### src/rtl/instr_prefetch_queue_pkg.sv
// Shared constants and types for the instruction prefetch queue.
// Holds the machine word width, the fetch increment and the default configuration.
package instr_prefetch_queue_pkg;

   localparam int XLEN          = 32;
   localparam int INST_BYTES    = 4;
   localparam int DEFAULT_DEPTH = 4;

   typedef logic [XLEN-1:0] word_t;

   localparam word_t DEFAULT_RESET_PC = 32'h0000_0000;
   localparam word_t INST_INC         = word_t'(INST_BYTES);

   // One queue slot: the fetched word together with the address it came from.
   typedef struct packed {
      word_t pc;
      word_t data;
   } fifo_entry_t;

   function automatic word_t align_pc(input word_t pc);
      return {pc[XLEN-1:2], 2'b00};
   endfunction

endpackage

### src/rtl/instr_prefetch_queue_sync_fifo.sv
// Circular storage for fetched instructions: DEPTH slots of {pc, data}.
// Wrap-around pointers; flush empties the queue in one cycle.
module sync_fifo
   import instr_prefetch_queue_pkg::*;
#(
   parameter int DEPTH = DEFAULT_DEPTH
) (
   input  logic                       clock,
   input  logic                       reset,
   input  logic                       push_i,
   input  fifo_entry_t                push_entry_i,
   input  logic                       pop_i,
   input  logic                       flush_i,
   output logic [$clog2(DEPTH+1)-1:0] count_o,
   output fifo_entry_t                head_o
);

   localparam int PTR_W = (DEPTH > 1) ? $clog2(DEPTH) : 1;
   localparam int CNT_W = $clog2(DEPTH + 1);
   localparam logic [CNT_W-1:0] FULL_CNT = CNT_W'(DEPTH);

   logic [PTR_W-1:0] wr_ptr_q, wr_ptr_d;
   logic [PTR_W-1:0] rd_ptr_q, rd_ptr_d;
   logic [CNT_W-1:0] count_q, count_d;
   fifo_entry_t      mem_q [DEPTH];

   logic do_push;
   logic do_pop;

   assign do_pop  = pop_i && (count_q != '0);
   assign do_push = push_i && !flush_i && ((count_q != FULL_CNT) || do_pop);

   // NOTE: every variable assigned in always_comb gets a default first, so no latch is inferred.
   always_comb begin
      wr_ptr_d = wr_ptr_q;
      rd_ptr_d = rd_ptr_q;
      count_d  = count_q;
      if (flush_i) begin
         wr_ptr_d = '0;
         rd_ptr_d = '0;
         count_d  = '0;
      end else begin
         // Power-of-two depth lets the pointers wrap by plain overflow.
         if (do_push) wr_ptr_d = wr_ptr_q + PTR_W'(1);
         if (do_pop)  rd_ptr_d = rd_ptr_q + PTR_W'(1);
         count_d = count_q + CNT_W'(do_push) - CNT_W'(do_pop);
      end
   end

   // NOTE: state registers use non-blocking assignments so all flops update together at the edge.
   always_ff @(posedge clock) begin
      if (reset) begin
         wr_ptr_q <= '0;
         rd_ptr_q <= '0;
         count_q  <= '0;
      end else begin
         wr_ptr_q <= wr_ptr_d;
         rd_ptr_q <= rd_ptr_d;
         count_q  <= count_d;
      end
   end

   // NOTE: the storage array is not reset; slots are only read once count says they hold data.
   always_ff @(posedge clock) begin
      if (do_push) begin
         mem_q[wr_ptr_q] <= push_entry_i;
      end
   end

   assign count_o = count_q;
   assign head_o  = mem_q[rd_ptr_q];

endmodule

### src/rtl/instr_prefetch_queue.sv
// Instruction prefetch queue: issues sequential fetches, buffers returned words in order,
// and discards responses that belong to fetches made before a redirect.
module instr_prefetch_queue
   import instr_prefetch_queue_pkg::*;
#(
   parameter int    DEPTH    = DEFAULT_DEPTH,
   parameter word_t RESET_PC = DEFAULT_RESET_PC
) (
   input  logic            clock,
   input  logic            reset,
   output logic            imem_req_valid,
   output logic [XLEN-1:0] imem_req_addr,
   input  logic            imem_req_ready,
   input  logic            imem_rsp_valid,
   input  logic [XLEN-1:0] imem_rsp_data,
   input  logic            redirect_valid,
   input  logic [XLEN-1:0] redirect_pc,
   output logic            inst_valid,
   output logic [XLEN-1:0] inst_data,
   output logic [XLEN-1:0] inst_pc,
   input  logic            inst_ready
);

   localparam int CNT_W = $clog2(DEPTH + 1);
   localparam logic [CNT_W:0] DEPTH_EXT = (CNT_W + 1)'(DEPTH);

   word_t            fetch_pc_q, fetch_pc_d;
   word_t            rsp_pc_q, rsp_pc_d;
   logic [CNT_W-1:0] inflight_q, inflight_d;
   logic [CNT_W-1:0] drop_q, drop_d;

   logic [CNT_W-1:0] count;
   logic [CNT_W:0]   occupancy;
   fifo_entry_t      head;
   fifo_entry_t      push_entry;
   logic             accept;
   logic             rsp_dec;
   logic             push;
   logic             pop;

   // Slots already filled plus slots reserved by outstanding fetches; never exceeds DEPTH.
   assign occupancy      = {1'b0, count} + {1'b0, inflight_q};
   assign imem_req_valid = !reset && !redirect_valid && (occupancy < DEPTH_EXT);
   assign imem_req_addr  = fetch_pc_q;
   assign accept         = imem_req_valid && imem_req_ready;

   assign rsp_dec    = imem_rsp_valid && (inflight_q != '0);
   assign push       = rsp_dec && (drop_q == '0) && !redirect_valid;
   assign push_entry = '{pc: rsp_pc_q, data: imem_rsp_data};

   assign inst_valid = !reset && (count != '0);
   assign pop        = inst_valid && inst_ready;
   assign inst_data  = head.data;
   assign inst_pc    = head.pc;

   always_comb begin
      fetch_pc_d = fetch_pc_q;
      rsp_pc_d   = rsp_pc_q;
      drop_d     = drop_q;
      inflight_d = inflight_q + CNT_W'(accept) - CNT_W'(rsp_dec);
      if (redirect_valid) begin
         fetch_pc_d = align_pc(redirect_pc);
         rsp_pc_d   = align_pc(redirect_pc);
         // Every fetch still outstanding after this cycle predates the redirect.
         drop_d     = inflight_d;
      end else begin
         if (accept) begin
            fetch_pc_d = fetch_pc_q + INST_INC;
         end
         if (rsp_dec) begin
            if (drop_q != '0) begin
               drop_d = drop_q - CNT_W'(1);
            end else begin
               rsp_pc_d = rsp_pc_q + INST_INC;
            end
         end
      end
   end

   always_ff @(posedge clock) begin
      if (reset) begin
         fetch_pc_q <= RESET_PC;
         rsp_pc_q   <= RESET_PC;
         inflight_q <= '0;
         drop_q     <= '0;
      end else begin
         fetch_pc_q <= fetch_pc_d;
         rsp_pc_q   <= rsp_pc_d;
         inflight_q <= inflight_d;
         drop_q     <= drop_d;
      end
   end

   sync_fifo #(
      .DEPTH (DEPTH)
   ) u_fifo (
      .clock        (clock),
      .reset        (reset),
      .push_i       (push),
      .push_entry_i (push_entry),
      .pop_i        (pop),
      .flush_i      (redirect_valid),
      .count_o      (count),
      .head_o       (head)
   );

endmodule

### config.mk
export PLATFORM = sky130hd
export DESIGN_NAME = instr_prefetch_queue
export DESIGN_NICKNAME = d
export VERILOG_FILES = /design/src/rtl/instr_prefetch_queue_pkg.sv /design/src/rtl/instr_prefetch_queue_sync_fifo.sv /design/src/rtl/instr_prefetch_queue.sv
export SDC_FILE = /design/constraint.sdc
export NUM_CORES = 1
export LEC_CHECK = 0
export CORE_ASPECT_RATIO = 1.1
export CORE_MARGIN = 2
export CORE_UTILIZATION = 40
export CTS_CLUSTER_SIZE = 24
export DETAILED_ROUTE_END_ITERATION = 16
export HOLD_SLACK_MARGIN = 0.05
export PLACE_DENSITY_LB_ADDON = 0.25
export SYNTH_ARGS = -nofsm -noshare
export SYNTH_HDL_FRONTEND = slang
export SYNTH_SLANG_ARGS = --single-unit
### constraint.sdc
create_clock -name clock -period 4.8 [get_ports clock]
set_input_delay 0.96 -clock clock [delete_from_list [all_inputs] [get_ports clock]]
set_output_delay 0.96 -clock clock [all_outputs]
set_load 0.02 [all_outputs]
**Word-level counts from Yosys, hierarchy flattened**

Memory sizes are Yosys's and may differ from the RTL's. A register that Yosys moved wholly into a read port is not among the register bits.
Cells that the tools add are included.

- Flip-flop bits (word level): 77
- Bits in writable memories: 256
- Bits of input ports: 70
- Output and inout bits: 98
- Word-level logic and storage cells: 61
- Memories: 1

- Add/subtract/negate cells: 10
- Magnitude comparators: 1
- Equal/unequal tests: 2
- Multiplexer cells: 12
- Bitwise logic cells: 1
- Reduce and logical (&&, ||, !) cells: 25

Memory list:

| name | words | bits a word | read ports | clocked after Yosys merged registers in | wr ports | line | RTL |
|---|---|---|---|---|---|---|---|
| u_fifo.mem_q | 4 | 64 | 1 | 1 | 1 | instr_prefetch_queue_sync_fifo.sv:25 | `fifo_entry_t mem_q [DEPTH];` |

Operator list:

| kind | count |
|---|---|
| 32-bit 2-to-1 mux | 5 |
| 32-bit by 3-bit adder with 32-bit output (second input constant) | 2 |
| 1-bit logical AND | 11 |
| 3-bit 2-to-1 mux | 3 |
| 3-bit nonzero test | 3 |
| 3-bit by 1-bit adder with 3-bit output | 2 |
| 2-bit AND reduction | 3 |
| 2-bit nonzero test | 3 |
| 3-bit by 1-bit subtractor with 3-bit output | 2 |
| 2-bit by 1-bit adder with 2-bit output (second input constant) | 2 |
| 3-bit by 3-bit adder with 4-bit output | 1 |
| 4-bit by 3-bit less-than comparator with 1-bit output (second input constant) | 1 |
| 2-bit 2-to-1 mux | 2 |
| 3-bit logical NOT | 1 |
| 3-bit inequality test (second input constant) | 1 |
| 3-bit by 1-bit subtractor with 3-bit output (second input constant) | 1 |
| 1-bit logical NOT | 2 |
| 1-bit 2-to-1 mux | 2 |
| 2-bit inequality test (second input constant) | 1 |
| 2-bit OR reduction | 1 |
| 1-bit logical OR | 1 |
| 1-bit NOT | 1 |

**Depth between registers and ports, before layout**

Gate-level depths: netlist of run 1.

- Depth in word-level cells: 8
- Depth in mapped cells: 13
- Mapped depth without buffers: 11

**Modules after synthesis**

Synthesis of run 1 repeated with hierarchy kept, for this count alone.

- Cell total of the unflattened synthesis: 917
- Area, all modules: 14023.4 um^2

Modules (own cells, without submodules):

| module | times used | cells each | area each (um^2) | seq. area each (um^2) |
|---|---|---|---|---|
| sync_fifo | 1 | 382 | 9786.9 | 7867.5 |
| instr_prefetch_queue | 1 | 535 | 4236.6 | 1321.3 |

**Least setup slack after synthesis of run 1**

No wires, ideal clock.

- Kind: input port to flip-flop
- Start: in reset
- End: mem u_fifo.mem_q[0][0] (netlist bit), enable pin
- Library setup time: 0.426 ns
- Arrival time: 3.302 ns
- Required time: 4.374 ns
- Path slack: 1.071 ns
- Stages: 5
- Path buffers: 1
- Path through: clkbuf_1 inv_1 a2111oi_0 nor3_1 and2_1

- Word-level cells in the longest chain between the ends: 8

RTL lines:

| element | line | RTL |
|---|---|---|
| from (decl) | instr_prefetch_queue.sv:10 | `input logic reset,` |
| 1-bit logical NOT | instr_prefetch_queue.sv:51 | `assign inst_valid = !reset && (count != '0);` |
| 1-bit logical AND | instr_prefetch_queue.sv:51 |  |
| 1-bit logical AND | instr_prefetch_queue.sv:52 | `assign pop = inst_valid && inst_ready;` |
| 1-bit logical AND | instr_prefetch_queue_sync_fifo.sv:30 | `assign do_pop = pop_i && (count_q != '0);` |
| 1-bit logical OR | instr_prefetch_queue_sync_fifo.sv:31 | `assign do_push = push_i && !flush_i && ((count_q != FULL_CNT) \|\| do_pop);` |
| 1-bit logical AND | instr_prefetch_queue_sync_fifo.sv:31 |  |
| net u_fifo.do_push | instr_prefetch_queue_sync_fifo.sv:27 | `logic do_push;` |
| 1-bit 2-to-1 mux | instr_prefetch_queue_sync_fifo.sv:65 | `if (do_push) begin` |
| 1-bit 2-to-1 mux (implied by the code) | instr_prefetch_queue_sync_fifo.sv:66 | `mem_q[wr_ptr_q] <= push_entry_i;` |
| to (decl) | instr_prefetch_queue_sync_fifo.sv:25 |  |

The timed path passes the listed nets, and every way through them passes these cells.

==> run summary, run 1 <==
Final ANT Viol Nets: 0
Max Clk Rate: 266 MHz
Fraction of power consumed by sequential logic: 48.9%
Worst-case reg-to-reg path depth: 12
Initial DRC count: 446
Clock skew: 0.0101 ns
CP Data Required Time: 3.84 ns
Area growth, synth to finish: 25.5%
Largest net degree at the start of global routing: 54
# resized after CTS: 0
Post-synth EDFFs: 248
I/O pin cnt: 168
Nets: 1088
Net switching power: 1.56 mW
Critical path capture point type: output pin
Layout Cells excl Fill: 1454
Top_reg_cell synth: edfxtp_1
Hold path depth: 2
Synthesized area per cell: 15.8 µm²
Critical path startpoint category: flip-flop
N_diodes: 0
CP arrival: 2.80 ns
DRC Markers: 0
Status: completed
Crit-path max FO: 30
Clock transition at path regs: 0.06 ns
GRT Util Overall: 16.5%
Core Footprint: 32300 µm²
Starting density of the core: 40.5%
Max Cap Viol: 0
Vias per std cell: 5.24
DR vias: 7619
Grt ovf: 0
Clock share of power: 39.4%
Worst-margin pin slew: 0.711 ns
Min Tclk post-route: 3.76 ns
IO Port Bufs: 161
Cell count after synthesis: 827
Leakage: 5.22 nW
First-pass GRT wire length: 43700 µm
CTS Hold Buffers Added: 0
Setup-failing EPs final: 0
Row count: 69
Per-cell routed wire length: 19.0 µm
Synth unique cells: 50
Register area share after synthesis: 68.4%
Die area: 34200 µm²
RePlAce Congestion: 0.815
Initial antenna violation count: 0
Hold Crit Class: reg2reg
Cell Pwr Density: 407 nW/µm²
Total Routed Length: 27600 µm
CTS root buf: clkbuf_16
Drt pass-1 iters: 5
Net Sw Frac: 23.4%
Hold violation count in the final report: 0
Slew Viols, Final: 0
Max rail drop VDD: 206 µV
Asr flop ratio synth: 0%
Share of cells above drive strength 1: 14.1%
Clk buf depth: 3
Comb power frac: 11.8%
Fillers: 2732
DIE WIDTH: 176 µm
Placed insts: 1391
Pint: 5.11 mW
CTS tree: done
Slew HR: 52.5%
Seq cells post-synth: 323
Fin Hold WS: 0.525 ns
Yosys warnings: 0
Setup_tns: 0 ns
Part of the cycle the worst path needs: 78.4%
H-tree Lvls: 2
Detailed Place HPWL: 17600 µm
Post-CTS Setup Bufs: 0
RSZ-0062 raised after global routing: no
Mapped cell area: 13100 µm²
Vias in the first global route: 7731
DIE HEIGHT: 194 µm
Clk Latency, worst-skew pair: 0.50 ns
Clock buffer count from CTS: 35
Critical Setup Path Class: reg2out
Sink Count: 323
## registers in the layout (all words and copies together), names as in the netlist, named ones only
name and flops:
drop_q 3, imem_req_addr 30, inflight_q 3, rsp_pc_q 30, u_fifo.count_o 3, u_fifo.mem_q 248
u_fifo.rd_ptr_q 2, u_fifo.wr_ptr_q 2
## through the flow
step | utilization (%) | instance area (µm²) | total power [mW] | worst slack (ns)
2_1_floorplan | - | 13100 | 3.75 | 1.07
4_1_cts | 50.8 | 16400 | 6.76 | 0.930
5_1_grt | 50.8 | 16400 | 6.95 | 0.833
3_5_place_dp | 47.3 | 15300 | 4.12 | 1.03
6_report | 50.8 | 16400 | 6.67 | 1.04
3_3_place_gp | 47.3 | 15300 | 4.10 | 1.06
## kinds of logic (layout without fill, tap and decap cells)
| logic type | count (synthesis) | after routing | share of synthesized area, % |
|---|---|---|---|
| AO/OA/AOI/OAI | 113 | 113 | 6.22 |
| XOR/XNOR | 40 | 40 | 2.68 |
| adder cells (fa/ha/maj) | 16 | 16 | 1.64 |
| buffers and inverters | 73 | 271 | 2.23 |
| flip-flops | 323 | 323 | 68.4 |
| multiplexers | 67 | 67 | 11.1 |
| other | 1 | 4 | 0.0287 |
| AND/OR/NAND/NOR | 194 | 194 | 7.75 |
## layout make-up
class / count / area (µm²) / area share, %
sequential: 323 / 8950 / 54.5
clock buffer: 41 / 941 / 5.73
timing repair buffer: 180 / 1830 / 11.1
tap: 426 / 533 / 3.25
clock inverter: 22 / 188 / 1.14
multi-input combinational: 434 / 3870 / 23.6
inverter: 28 / 105 / 0.640
## worst max-delay path, cell delays in order (launching register included)
cell	delay (ns)
dfxtp_4	0.74
buf_4	0.40
mux4_2	0.54
clkdlybuf4s50_1	0.61
## routing by layer
metal	GRT usage, %	vias up	wire length, µm	share of wire [%]
li1	-	3593	-	-
met1	22.6	3777	12500	45
met2	27.1	204	13200	48
met3	2.82	45	1360	4.9
met4	4.44	0	569	2.1
met5	0	-	0	0
## synthesized netlist by cell type, drive strengths merged, types with 3 or more instances
library cell / instances / share of area, %
edfxtp: 248 / 57
a21oi: 15 / 0.57
a211oi: 10 / 0.57
nor2: 37 / 1.1
nor4: 14 / 0.67
nor3: 21 / 0.80
or4: 5 / 0.32
inv: 27 / 0.77
a31oi: 6 / 0.29
clkbuf: 32 / 0.92
ha: 14 / 1.3
xnor2: 25 / 1.7
o21ai: 10 / 0.38
o21a: 21 / 1.2
mux4: 62 / 11
nor2b: 4 / 0.19
or3: 3 / 0.14
o31a: 22 / 1.5
nand3: 29 / 1.1
xor2: 15 / 1.0
a21boi: 19 / 1.1
and3: 9 / 0.43
nand2: 32 / 0.92
dfxtp: 75 / 11
and2: 11 / 0.53
buf: 13 / 0.51
nand4: 20 / 1.0
mux2i: 3 / 0.23
## worst paths after layout
kind	from	to	slack (ns)
worst max-delay path	flip-flop	inst_pc[31]	1.04
worst min register to register	u_fifo.rd_ptr_q[1]$_SDFFE_PP0P_	flip-flop	0.52
worst max register to register	u_fifo.count_o[2]$_SDFF_PP0_	drop_q[2]$_SDFFE_PP0P_	1.78
worst min-delay path	u_fifo.rd_ptr_q[1]$_SDFFE_PP0P_	flip-flop	0.52
## cells in the final DEF, fill, tap and decap left out, types with 6 or more instances in the layout
master	instances
inv_1	27
dfxtp_1	73
clkinv_2	8
o21a_1	21
xor2_1	15
clkdlybuf4s50_1	161
buf_4	13
clkbuf_16	37
xnor2_1	25
and2_1	7
nand3_1	29
a21boi_0	19
ha_1	14
nor4_1	14
clkinv_1	8
nor3_1	21
nand2_1	32
o21ai_0	10
o31a_1	22
a211oi_1	10
nand4_1	19
buf_12	6
edfxtp_1	248
and3_1	9
a31oi_1	6
a21oi_1	15
nor2_1	37
mux4_2	62
## power groups by stage
stage	combinational, mW	sequential, mW	clock (mW)
finish	0.785	3.26	2.63
global placement	0.787	3.32	0
detailed placement	0.799	3.32	0
global route	0.859	3.28	2.81
CTS	0.803	3.26	2.70
floorplan	0.436	3.31	0
Note: power is estimated with default switching activity, not from simulation.
==> run 2, diff against run 1 <==
Clock period 4.8 ns to 3.72 ns, I/O delays scaled along.
==> run 2 against run 1 <==
Compared with the run above: clock power rose by 30%; routed wire length rose by 1.5%; sequential power rose by 29%; via count rose by 0.87%; die area did not move; critical path type unchanged; largest power group unchanged; highest routed layer unchanged.
==> run summary, run 2 (synthesis results as in run 1) <==
Critical path capture point type: output pin (unchanged)
Leakage: 5.27 nW (was 5.22 nW)
First-pass GRT wire length: 44400 µm (was 43700 µm)
Clock skew: 0.0147 ns (was 0.0101 ns)
Max reg flops: 248 (unchanged)
Critical Setup Path Class: reg2out (unchanged)
Hold path depth: 2 (unchanged)
Setup_tns: 0 ns (unchanged)
IO Port Bufs: 161 (unchanged)
Max rail drop VDD: 280 µV (was 206 µV)
CTS Hold Buffers Added: 0 (unchanged)
Grt ovf: 0 (unchanged)
Final ANT Viol Nets: 0 (unchanged)
Fin Hold WS: 0.531 ns (was 0.525 ns)
DRC Markers: 0 (unchanged)
Clk buf depth: 3 (unchanged)
RSZ-0062 raised after global routing: no (unchanged)
Row count: 69 (unchanged)
RePlAce Congestion: 0.814 (was 0.815)
Max Clk Rate: 295 MHz
Nets: 1094 (was 1088)
DIE WIDTH: 176 µm (unchanged)
Clk Latency, worst-skew pair: 0.51 ns (was 0.50 ns)
Placed inst area: 15400 µm² (was 15300 µm²)
Status: completed (unchanged)
Largest register by flop count: u_fifo.mem_q (unchanged)
DR vias: 7685 (was 7619)
Post-CTS Setup Bufs: 0 (unchanged)
Share of cells above drive strength 1: 14.9% (was 14.1%)
Core Footprint: 32300 µm² (unchanged)
Placed insts: 1397 (was 1391)
Total power: 8.65 mW (was 6.67 mW)
RR Endpoint: rsp_pc_q[24]$_SDFFE_PP0P_ (was drop_q[2]$_SDFFE_PP0P_)
I/O pin cnt: 168 (unchanged)
Starting density of the core: 40.5% (unchanged)
Slew HR: 48.4% (was 52.5%)
Per-cell routed wire length: 19.2 µm (was 19.0 µm)
Drt pass-1 iters: 5 (unchanged)
GRT Util Overall: 16.6% (was 16.5%)
DIE HEIGHT: 194 µm (unchanged)
Worst-margin pin slew: 0.773 ns (was 0.711 ns)
Total Routed Length: 28000 µm (was 27600 µm)
Worst-case reg-to-reg path depth: 5 (was 12)
Commonest cells after routing, fill and taps aside: edfxtp_1 (248), clkdlybuf4s50_1 (161), dfxtp_1 (73) (unchanged)
Die area: 34200 µm² (unchanged)
Vias in the first global route: 7908 (was 7731)
Most common cell after layout, fill and taps aside: edfxtp_1 (unchanged)
CTS tree: done (unchanged)
CTS root buf: clkbuf_16 (unchanged)
Hold violation count in the final report: 0 (unchanged)
Layout Cells excl Fill: 1461 (was 1454)
# resized after CTS: 0 (unchanged)
CP Data Required Time: 2.98 ns (was 3.84 ns)
R2r setup slk: 0.73 ns (was 1.78 ns)
Sink Count: 323 (unchanged)
Largest net degree at the start of global routing: 54 (unchanged)
Final Instance Area: 16500 µm² (was 16400 µm²)
N_diodes: 0 (unchanged)
Clock transition at path regs: 0.06 ns (about the same)
Part of the cycle the worst path needs: 91.0%
Slew Viols, Final: 0 (unchanged)
Min Tclk post-route: 3.38 ns
Setup-failing EPs final: 0 (unchanged)
Critical path startpoint category: flip-flop (unchanged)
Worst R2R Start: rsp_pc_q[5]$_SDFFE_PP0P_ (was u_fifo.count_o[2]$_SDFF_PP0_)
Initial DRC count: 414 (was 446)
Initial antenna violation count: 0 (unchanged)
Area growth, synth to finish: 26.4% (was 25.5%)
Cell Pwr Density: 523 nW/µm² (was 407 nW/µm²)
Max Cap Viol: 0 (unchanged)
Detailed Place HPWL: 18300 µm (was 17600 µm)
Clock buffer count from CTS: 35 (unchanged)
CP arrival: 2.64 ns (was 2.80 ns)
Vias per std cell: 5.26 (was 5.24)
H-tree Lvls: 2 (unchanged)
Crit-path max FO: 22 (was 30)
Critical Path End: inst_pc[16] (was inst_pc[31])
Hold Crit Class: reg2reg (unchanged)
run 2: changes by cell type in the layout (fill, tap and decap cells not counted), sizes merged:
cell / change
buf: +6
clkinv: -8
inv: +5
clkbuf: +4
run 2: power breakdown:
group / leakage, nW / total [mW] / switching [mW] / internal, mW
clock network: 0.554 / 3.42 / 1.39 / 2.03
registers: 2.88 / 4.20 / 0.126 / 4.08
logic: 1.84 / 1.03 / 0.524 / 0.503
run 2: worst max-delay path, stage by stage, from the launching register on:
cell             delay, ns
dfxtp_4               0.66
buf_12                0.28
mux4_2                0.54
clkdlybuf4s50_1       0.63
run 2: per-layer routing:
| layer | GRT usage, % | part of all wire [%] |
|---|---|---|
| met5 | 0 | 0 |
| met2 | 27.5 | 48 |
| met3 | 2.76 | 5.0 |
| met4 | 4.44 | 1.9 |
| met1 | 22.8 | 45 |
run 2: stage by stage:
stage	util, %	worst slack (ns)
2_1_floorplan	-	0.207
3_5_place_dp	47.7	0.267
6_report	51.2	0.335
4_1_cts	51.2	0.269
3_3_place_gp	47.7	0.310
5_1_grt	51.2	0.187
run 2: final cells by class:
class / count / area, µm²
repair buffers: 186 / 1940
well taps: 426 / 533
clock buffers: 45 / 943
clock inverters: 19 / 201
fillers: 2751 / 15700
inverters: 28 / 105
flip-flops and latches: 323 / 8950
multi-input cells: 434 / 3870
run 2: how the worst min path moves through the flow:
stage	start	end
finish	imem_req_addr[3]$_SDFFE_PP0P_	imem_req_addr[3]$_SDFFE_PP0P_
floorplan	rsp_pc_q[31]$_SDFFE_PP0P_	u_fifo.mem_q[0][63]$_DFFE_PP_
global route	imem_req_addr[3]$_SDFFE_PP0P_	imem_req_addr[3]$_SDFFE_PP0P_
CTS	imem_req_addr[3]$_SDFFE_PP0P_	imem_req_addr[3]$_SDFFE_PP0P_
global placement	u_fifo.rd_ptr_q[1]$_SDFFE_PP0P_	flip-flop
detailed placement	imem_req_addr[3]$_SDFFE_PP0P_	imem_req_addr[3]$_SDFFE_PP0P_
==> run 3, diff against run 2 <==
Settings changed: CTS_CLUSTER_SIZE 24 to default, SYNTH_HIERARCHICAL from default to 1.
==> run 3 against run 2 <==
Compared with the run above: die area rose by 7.0%; synthesized cell count rose by 11%; combinational power fell by 17%; critical path depth rose by 2; routed wire length rose by 10%; worst setup slack improved by 0.23 ns; register-to-register slack improved by 0.04 ns; design area rose by 5.0%; worst hold slack improved by 0.0061 ns; count of clock-buffer cells in the layout fell by 3; largest power group unchanged; global-route usage rose by 0.48 points; maximum frequency rose by 7.1%.
==> run summary, run 3 <==
Leakage: 5.55 nW (was 5.27 nW)
DR vias: 8737 (was 7685)
Sink Count: 331 (was 323)
Top_reg_cell synth: edfxtp_1 (unchanged)
Mapped cell area: 14000 µm² (was 13100 µm²)
Met3 Resource Use GR: 3.18% (was 2.76%)
Clock buffer count from CTS: 36 (was 35)
Setup-failing EPs final: 0 (unchanged)
DRC Markers: 0 (unchanged)
Critical Setup Path Class: reg2out (unchanged)
Seq cells post-synth: 331 (was 323)
CP arrival: 2.41 ns (was 2.64 ns)
Post-CTS Setup Bufs: 0 (unchanged)
Clock transition at path regs: 0.06 ns (about the same)
Row count: 71 (was 69)
Hold Crit Endpoint: u_fifo/wr_ptr_q[0]$_SDFFE_PP0P_ (was imem_req_addr[3]$_SDFFE_PP0P_)
Crit-path max FO: 7 (was 22)
Final ANT Viol Nets: 0 (unchanged)
R2r setup slk: 0.77 ns (was 0.73 ns)
Slew HR: 32.5% (was 48.4%)
Die area: 36600 µm² (was 34200 µm²)
Most frequent cells after synthesis: edfxtp_1 (256), dfxtp_1 (75), mux4_2 (60) (was edfxtp_1 (248), dfxtp_1 (75), mux4_2 (62))
Drt pass-1 iters: 5 (unchanged)
I/O pin cnt: 168 (unchanged)
CTS tree: done (unchanged)
Hold path depth: 2 (unchanged)
Final Instance Area: 17400 µm² (was 16500 µm²)
IO Port Bufs: 163 (was 161)
Fin Hold WS: 0.537 ns (was 0.531 ns)
Max rail drop VDD: 310 µV (was 280 µV)
RSZ-0062 raised after global routing: no (unchanged)
Nets: 1186 (was 1094)
Hold wc startpoint: u_fifo/wr_ptr_q[0]$_SDFFE_PP0P_ (was imem_req_addr[3]$_SDFFE_PP0P_)
Cell count after synthesis: 917 (was 827)
Area leader, netlist: edfxtp_1 (unchanged)
Placed inst area: 16200 µm² (was 15400 µm²)
Initial DRC count: 626 (was 414)
Count leader, synth: edfxtp_1 (unchanged)
Largest net degree at the start of global routing: 74 (was 54)
# resized after CTS: 0 (unchanged)
Starting density of the core: 40.8% (was 40.5%)
Met2 Resource Use GR: 28.0% (was 27.5%)
First-pass GRT wire length: 48800 µm (was 44400 µm)
Clk buf depth: 3 (unchanged)
Most common cell after layout, fill and taps aside: edfxtp_1 (unchanged)
Critical path startpoint category: flip-flop (unchanged)
Post-synth top area share: 54.8% (was 56.9%)
Part of the cycle the worst path needs: 84.9% (was 91.0%)
CTS root buf: clkbuf_16 (unchanged)
Initial antenna violation count: 0 (unchanged)
Setup_tns: 0 ns (unchanged)
Clk Latency, worst-skew pair: 0.52 ns (was 0.51 ns)
CP max stage cell: clkdlybuf4s50_1 (was dfxtp_4)
Synthesized area per cell: 15.3 µm² (was 15.8 µm²)
Critical path capture point type: output pin (unchanged)
Status: completed (unchanged)
Largest register by flop count: u_fifo/mem_q (was u_fifo.mem_q)
GRT Util Overall: 17.1% (was 16.6%)
Asr flop ratio synth: 0% (unchanged)
Worst-margin pin slew: 1.00 ns (was 0.773 ns)
Clock skew: 0.0133 ns (was 0.0147 ns)
Per-cell routed wire length: 19.8 µm (was 19.2 µm)
Worst setup startpoint: u_fifo/count_o[2]$_SDFF_PP0_
Vias in the first global route: 8719 (was 7908)
N_diodes: 0 (unchanged)
Area growth, synth to finish: 23.9% (was 26.4%)
Cell Pwr Density: 491 nW/µm² (was 523 nW/µm²)
DIE HEIGHT: 200 µm (was 194 µm)
Total Routed Length: 30900 µm (was 28000 µm)
Core Footprint: 34400 µm² (was 32300 µm²)
Worst-case reg-to-reg path depth: 12 (was 5)
Min Tclk post-route: 3.16 ns (was 3.38 ns)
CTS Hold Buffers Added: 0 (unchanged)
H-tree Lvls: 2 (unchanged)
Max Clk Rate: 317 MHz (was 295 MHz)
Busiest layer in global routing: met2 (unchanged)
Hold violation count in the final report: 0 (unchanged)
Detailed Place HPWL: 20000 µm (was 18300 µm)
Commonest cells after routing, fill and taps aside: edfxtp_1 (256), clkdlybuf4s50_1 (161), dfxtp_1 (73) (was edfxtp_1 (248), clkdlybuf4s50_1 (161), dfxtp_1 (73))
Top cells by area, synth: edfxtp_1 (55%), dfxtp_1 (11%), mux4_2 (9.6%), ha_1 (1.2%), nand4_1 (1.2%) (was edfxtp_1 (57%), dfxtp_1 (11%), mux4_2 (11%), xnor2_1 (1.7%), o31a_1 (1.5%))
Worst R2R Start: u_fifo/count_o[2]$_SDFF_PP0_ (was rsp_pc_q[5]$_SDFFE_PP0P_)
Met1 usage: 23.3% (was 22.8%)
DIE WIDTH: 183 µm (was 176 µm)
Grt ovf: 0 (unchanged)
Post-synth EDFFs: 256 (was 248)
RR Endpoint: drop_q[2]$_SDFFE_PP0P_ (was rsp_pc_q[24]$_SDFFE_PP0P_)
Register area share after synthesis: 65.5% (was 68.4%)
Max Cap Viol: 0 (unchanged)
RePlAce Congestion: 0.857 (was 0.814)
Slew Viols, Final: 0 (unchanged)
CP peak stage delay: 0.61 ns (was 0.66 ns)
Yosys warnings: 6 (was 0)
CP Cell Sequence: ha_1, nor3_1, buf_4, and3_1, clkdlybuf4s50_1 (was buf_12, mux4_2, clkdlybuf4s50_1)
CP Data Required Time: 2.98 ns (about the same)
Share of cells above drive strength 1: 14.0% (was 14.9%)
Vias per std cell: 5.59 (was 5.26)
Max reg flops: 256 (was 248)
Hold Crit Class: reg2reg (unchanged)
Synth unique cells: 79 (was 50)
[run 3: cell types whose count changed in the layout (fill, tap and decap cells not counted), moves of 8 or more]
cell,previous run,this run
o21a_1,21,2
a21boi_0,19,5
or4_1,4,18
xnor2_1,25,11
a311oi_1,2,13
xor2_1,15,4
o31a_1,22,12
a31oi_1,6,15
and4_1,2,10
edfxtp_1,248,256
nand4_1,19,27
o31ai_1,1,9
[run 3: routing by layer]
metal / routed length [µm] / vias up
met5: 0 / -
met3: 1860 / 61
li1: - / 4072
met4: 818 / 0
met1: 13600 / 4305
met2: 14700 / 299
[run 3: cell type report]
cell class / instances / area, µm²
clock inverter: 20 / 184
timing repair buffer: 187 / 1930
sequential: 331 / 9190
inverter: 33 / 124
fill: 2862 / 17000
clock buffer: 42 / 955
multi-input combinational: 511 / 4440
tap: 438 / 548
[run 3: how the worst max path moves through the flow]
stage	to	cells after the start
floorplan	u_fifo/count_o[2]$_SDFF_PP0_	16
global route	imem_req_valid	5
finish	imem_req_valid	5
CTS	imem_req_valid	5
global placement	u_fifo/count_o[2]$_SDFF_PP0_	14
detailed placement	u_fifo/count_o[2]$_SDFF_PP0_	14
[run 3: per-stage QoR]
step | setup slack (ns) | utilization [%] | std cells | power [mW]
floorplan | 0.103 | - | 926 | 4.77
global placement | 0.241 | 47.2 | 1500 | 5.16
detailed placement | 0.176 | 47.2 | 1500 | 5.18
CTS | 0.547 | 50.5 | 1562 | 8.62
global route | 0.411 | 50.5 | 1562 | 8.85
finish | 0.561 | 50.5 | 1562 | 8.53
[run 3: power breakdown]
part	total [mW]	switching [mW]	internal (mW)
clock	3.43	1.38	2.05
sequential	4.24	0.133	4.11
combinational	0.855	0.454	0.401
total	8.53	1.97	6.56
[run 3: cells by family after synthesis]
kind of cell,synth area share [%]
DFF,65.5
and+or+nand+nor,10.6
AOI/OAI and AO/OA,7.60
buffers and inverters,3.13
muxes,10.6
adders and majority gates,1.53
xor gates and xnor gates,0.937
other,0.0267
[run 3: worst max-delay path, delay by kind of cell (launching register included)]
family        cells  cell delay [ns]
simple gates      2             0.33
buf+inv           2             0.79
fa+ha+maj         1             0.31
flops             1             0.48
